$ cat config.mk
export PLATFORM = sky130hd
export DESIGN_NAME = rd_req_router
export DESIGN_NICKNAME = d
export VERILOG_FILES = /design/src/rtl/rd_req_router.sv
export SDC_FILE = /design/constraint.sdc
export NUM_CORES = 1
export LEC_CHECK = 0
export ABC_CLOCK_PERIOD_IN_PS = 31700
export CORE_ASPECT_RATIO = 0.9
export CORE_MARGIN = 2
export CORE_UTILIZATION = 29
export CTS_CLUSTER_DIAMETER = 50
export DETAILED_ROUTE_END_ITERATION = 8
export GPL_TIMING_DRIVEN = 0
export PLACE_DENSITY = 0.53
export SLEW_MARGIN = 25
export SYNTH_ARGS = -nofsm -noshare
export SYNTH_HDL_FRONTEND = slang
export SYNTH_SLANG_ARGS = --single-unit
$ cat constraint.sdc
create_clock -name clk -period 31.7 [get_ports clk]
set_clock_uncertainty 0.1 [all_clocks]
set_input_delay 7.925 -clock clk [delete_from_list [all_inputs] [get_ports clk]]
set_output_delay 7.925 -clock clk [all_outputs]
set_load 0.01 [all_outputs]
$ cat src/rtl/rd_req_router.sv
// rd_req_router: routes one slave read-request stream to MASTER_NUM master ports.
// Each destination owns a DEPTH-entry FIFO, so one stalled master never blocks
// traffic headed for the others. Requests with an illegal (zero or multi-hot)
// select are accepted and dropped, and s_err flags the drop on the next cycle.
// Optional feature macro: RD_REQ_ROUTER_STATS_EN adds per-master pop counters
// (stat_cnt) and a synchronous clear input (stat_clr).
module rd_req_router #(
    parameter int AWIDTH     = 32,
    parameter int MASTER_NUM = 2,
    parameter int DEPTH      = 4
) (
    input  logic                                        clk,
    input  logic                                        rst,
`ifdef RD_REQ_ROUTER_STATS_EN
    input  logic                                        stat_clr,
    output logic [MASTER_NUM*16-1:0]                    stat_cnt,
`endif
    input  logic                                        s_req,
    input  logic [AWIDTH-1:0]                           s_addr,
    input  logic [MASTER_NUM-1:0]                       s_sel,
    output logic                                        s_ready,
    output logic                                        s_err,
    output logic [MASTER_NUM-1:0]                       m_req,
    output logic [MASTER_NUM*AWIDTH-1:0]                m_addr,
    input  logic [MASTER_NUM-1:0]                       m_full,
    output logic [MASTER_NUM*($clog2(DEPTH)+1)-1:0]     m_level
);

    localparam int PW = $clog2(DEPTH);
    localparam int LW = PW + 1;

    logic [AWIDTH-1:0]     mem    [MASTER_NUM][DEPTH];
    logic [PW-1:0]         wr_ptr [MASTER_NUM];
    logic [PW-1:0]         rd_ptr [MASTER_NUM];
    logic [LW-1:0]         count  [MASTER_NUM];

    logic                  sel_legal;
    logic [MASTER_NUM-1:0] full;
    logic [MASTER_NUM-1:0] push;
    logic [MASTER_NUM-1:0] pop;

    // Decode the select: legal only when exactly one bit is set. The ready answer
    // is taken from the selected FIFO alone so a full neighbour cannot stall us;
    // illegal selects are always accepted so they can be dropped.
    always_comb begin
        sel_legal = (s_sel != '0) && ((s_sel & (s_sel - MASTER_NUM'(1))) == '0);
        s_ready   = sel_legal ? ~|(s_sel & full) : 1'b1;
        push      = (s_req && s_ready && sel_legal) ? s_sel : '0;
        pop       = m_req & ~m_full;
    end

    // Registered drop flag: pulses for one cycle after an illegal request.
    always_ff @(posedge clk or posedge rst) begin
        if (rst) begin
            s_err <= 1'b0;
        end else begin
            s_err <= s_req && !sel_legal;
        end
    end

    for (genvar i = 0; i < MASTER_NUM; i++) begin : g_fifo
        assign full[i]                       = (count[i] == LW'(DEPTH));
        assign m_req[i]                      = (count[i] != '0);
        assign m_addr[i*AWIDTH +: AWIDTH]    = mem[i][rd_ptr[i]];
        assign m_level[i*LW +: LW]           = count[i];

        // Per-destination FIFO: storage, wrapping pointers and occupancy count.
        // Storage is cleared on reset so the head address reads as zero afterwards.
        always_ff @(posedge clk or posedge rst) begin
            if (rst) begin
                for (int j = 0; j < DEPTH; j++) begin
                    mem[i][j] <= '0;
                end
                wr_ptr[i] <= '0;
                rd_ptr[i] <= '0;
                count[i]  <= '0;
            end else begin
                if (push[i]) begin
                    mem[i][wr_ptr[i]] <= s_addr;
                    wr_ptr[i]         <= wr_ptr[i] + PW'(1);
                end
                if (pop[i]) begin
                    rd_ptr[i] <= rd_ptr[i] + PW'(1);
                end
                case ({push[i], pop[i]})
                    2'b10:   count[i] <= count[i] + LW'(1);
                    2'b01:   count[i] <= count[i] - LW'(1);
                    default: count[i] <= count[i];
                endcase
            end
        end

`ifdef RD_REQ_ROUTER_STATS_EN
        logic [15:0] pops;

        assign stat_cnt[i*16 +: 16] = pops;

        // Saturating pop counter; a clear in the same cycle as a pop wins.
        always_ff @(posedge clk or posedge rst) begin
            if (rst) begin
                pops <= '0;
            end else if (stat_clr) begin
                pops <= '0;
            end else if (pop[i] && (pops != 16'hFFFF)) begin
                pops <= pops + 16'd1;
            end
        end
`endif
    end

endmodule

==> flow_metrics.py <==
metrics = {
    "setup_path": {
        "reg2reg_depth": 9,
        "critical_path.reg2reg.endpoint": "m_level[5]$_DFFE_PP0P_",
        "timing_worst_setup_path_type": "in -> out",
        "critical_path.max_fanout": 7,
        "critPathCaptureType": "output pin",
        "critical-path-top-delay-family": "buffers and inverters",
        "crit_path_start_kind": "primary input",
        "critical_path.reg2reg.startpoint": "m_level[4]$_DFFE_PP0P_",
        "timing.reg2reg.setup_slack_ps": 29300,
        "critical-path-top-cell-by-count": "sky130_fd_sc_hd__clkdlybuf4s50_1",
        "required_ps": 23680,
        "worst_path_max_delay_cell": "sky130_fd_sc_hd__clkdlybuf4s50_1",
        "critical_path_data_arrival_time_ps": 9540,
        "critical_path.cell_chain": "clkdlybuf4s50_1 > nor2b_1 > a22oi_1 > clkdlybuf4s50_1",
        "critical_path.max_stage_delay_ps": 520,
        "wp_buf_inv": 2,
    },
    "clock_network": {
        "maximum_level_of_the_cts_h_tree": 2,
        "cts_tree": "done",
        "cts_post_setup_buffers_inserted": 0,
        "insertion_delay_ps": 500,
        "clock_path_buffers": 3,
        "cts.repair.resized": 0,
        "cts_sink_cnt": 271,
        "clock_slew_at_reported_path_ffs_ps": 50,
        "cts_root_buffer": "sky130_fd_sc_hd__clkbuf_16",
        "total_clock_buffers_created_by_cts": 36,
        "hold_buffers": 0,
    },
    "placed_design": {
        "place_congestion": 0.705,
        "place.detailed.hpwl_mm": 19.6,
        "portBuffers": 112,
    },
    "logic_synthesis": {
        "syn_avg_cell_area_sq_um": 18.7,
        "yosys-top-cells-area": "sky130_fd_sc_hd__dfrtp_1, sky130_fd_sc_hd__mux2_4, sky130_fd_sc_hd__mux4_2",
        "ys_ff_latch": 271,
        "post_synth_inst_count": 708,
        "synth_cell_types": 25,
        "postSynthNetCount": 759,
        "syn_area_sq_um": 13200,
        "synth_top_area_cell": "sky130_fd_sc_hd__dfrtp_1",
        "synth-seq-area-share_pct": 51.3,
        "yosysTopAreaCellShare_pct": 51.3,
        "synthesis.yosys.warnings": 0,
    },
    "detailed_routing": {
        "detail_route.first_pass.iterations": 4,
        "avgRoutedWirePerCell_microns": 20.4,
        "postRouteWirelength_mm": 30.5,
        "detailroute.via_count": 6638,
        "drtIter0Drc": 337,
        "drc_violation_count_after_routing": 0,
        "post_route_antenna_net_violation_count": 0,
        "routed_via_density": 4.43,
    },
    "sta": {
        "worstMarginPinSlew_ps": 897,
        "number_of_hold_violations_in_the_final_report": 0,
        "final.setup.tns_ps": 0,
        "timing.final.setup_violations": 0,
        "timing_max_transition_violations_final": 0,
        "rsz_0062_raised_after_global_routing": "no",
        "fmax_mhz": 56.9,
        "relSlewSlack_pct": 40.2,
        "crit_path_time_final_ps": 17570,
        "timing.final.crit_share_pct": 55.4,
    },
    "status": {
        "run_status": "complete, no violations",
    },
    "grt": {
        "grt_max_degree": 84,
        "via_count_of_the_first_global_routing_pass": 7169,
        "antenna_found_initial": 3,
        "grt.overflow.total": 0,
        "grt_pass1_wl_mm": 47.1,
        "grt.total_usage_pct": 13.1,
    },
    "hold_path": {
        "hold_path_startpoint": "mem[113]$_DFFE_PP0P_",
        "worst_hold_path.num_cells": 1,
        "holdCritPathClass": "reg -> reg",
        "worstHoldEndpoint": "mem[113]$_DFFE_PP0P_",
    },
    "layout": {
        "mostFrequentLayoutCells": "sky130_fd_sc_hd__dfrtp_1, sky130_fd_sc_hd__mux2_4, sky130_fd_sc_hd__clkdlybuf4s50_1, sky130_fd_sc_hd__mux4_2, sky130_fd_sc_hd__clkbuf_16",
        "postLayoutCoreUtil_pct": 36.3,
        "commonest_non_fill_non_tap_cell_in_the_layout": "sky130_fd_sc_hd__dfrtp_1",
        "n_fill_cell": 4329,
        "drive_gt1_share_pct": 48.4,
        "layout.nets": 912,
        "layout_stage_area_growth_over_the_synthesis_result_pct": 24.2,
    },
    "power_and_ir_drop": {
        "irDropWorstVdd_v": 0.0000500,
        "cellPowerDensity_nw_per_um2": 109,
        "leakagePower_nw": 7.09,
        "fin_total_pwr_w": 0.00179,
    },
    "floorplan": {
        "fp.coreArea_sq_um": 45200,
        "floorplan.initialDensity_pct": 29.2,
        "dieArea_sq_um": 47300,
        "die_h_microns": 206,
        "floorplan.io_pins": 113,
        "chipWidth_microns": 229,
        "std_cell_rows": 74,
    },
    "job": {
        "drv.max_cap_violation_count": 0,
    },
}
-- through the flow --
stage / area [sq um] / hold WS [ps] / setup slack [ps] / std cells
2_1_floorplan: 13200 / 375 / 15320 / 708
3_3_place_gp: 15100 / 383 / 12170 / 1428
3_5_place_dp: 15200 / 388 / 14150 / 1431
4_1_cts: 16400 / 403 / 14150 / 1496
5_1_grt: 16400 / 414 / 13960 / 1497
6_report: 16400 / 401 / 14130 / 1497
-- metal layers --
metal	wire [microns]	GRT usage [%]	vias up
met3	1490	2.92	39
met5	27	0	-
met1	15200	19.7	3549
met4	485	3.04	4
li1	-	-	2912
met2	13300	19.2	134
-- synthesized netlist by cell type (all sizes together) --
library cell / number
dfrtp: 271
mux2: 258
mux4: 64
buf: 40
inv: 15
ha: 10
clkbuf: 9
and4b: 8
xor2: 8
nor3b: 5
nor2: 4
xnor2: 4
and3b: 2
fa: 2
nor2b: 2
nor3: 2
a22oi: 1
mux2i: 1
nand2: 1
o21ai: 1
-- report_power, final --
group          switching [W]  total, W  internal, W  leakage, nW
clock network       0.000157  0.000410     0.000252        0.595
registers          0.0000921  0.000607     0.000515         3.34
logic               0.000273  0.000778     0.000505         3.15
-- worst max-delay path by stage --
stage | from | endpoint | slack [ps] | depth (start not counted)
finish | s_sel[1] | s_ready | 14130 | 4
CTS | s_sel[1] | s_ready | 14150 | 4
floorplan | s_sel[1] | s_ready | 15320 | 2
detailed placement | s_sel[1] | s_ready | 14150 | 4
global placement | rst | mem[109]$_DFFE_PP0P_ | 12170 | 2
global route | s_sel[0] | s_ready | 13960 | 4
-- worst register-to-register path, stage by stage, from the launching register on --
cell and delay, ps:
sky130_fd_sc_hd__dfrtp_1 430, sky130_fd_sc_hd__nor3b_2 400, sky130_fd_sc_hd__and3b_1 270, sky130_fd_sc_hd__inv_1 70, sky130_fd_sc_hd__ha_1 190, sky130_fd_sc_hd__inv_1 60, sky130_fd_sc_hd__fa_1 370, sky130_fd_sc_hd__xor2_1 160
sky130_fd_sc_hd__nor2_1 120, sky130_fd_sc_hd__xor2_1 160
-- flip-flops by register name (all words and copies together) (netlist names) --
signal and count:
rd_ptr 4, mem 256, m_level 6, s_err 1, wr_ptr 4
-- cell families (layout without fill, tap and decap cells) --
kind of cell	Yosys count	in the layout	share of synthesized area (%)
multiplexers	323	323	39.8
AO/OA/AOI/OAI	2	2	0.0947
buffers and inverters	64	244	5.30
adder cells (fa/ha/maj)	12	12	1.25
AND/OR/NAND/NOR	24	24	1.42
XOR/XNOR	12	12	0.796
other	0	1	0
flip-flops	271	271	51.3
-- area by class of cell --
cell class / instances / area (sq um) / area share [%]
Sequential cell: 271 / 6780 / 41.3
Inverter: 15 / 63.8 / 0.389
Antenna cell: 1 / 2.50 / 0.0153
Tap cell: 608 / 761 / 4.64
Timing Repair Buffer: 115 / 1200 / 7.34
Multi-Input combinational cell: 373 / 5730 / 34.9
Clock inverter: 15 / 151 / 0.923
Clock buffer: 50 / 1060 / 6.49
Buffer: 49 / 644 / 3.93
Note: power is estimated with default switching activity, not from simulation.
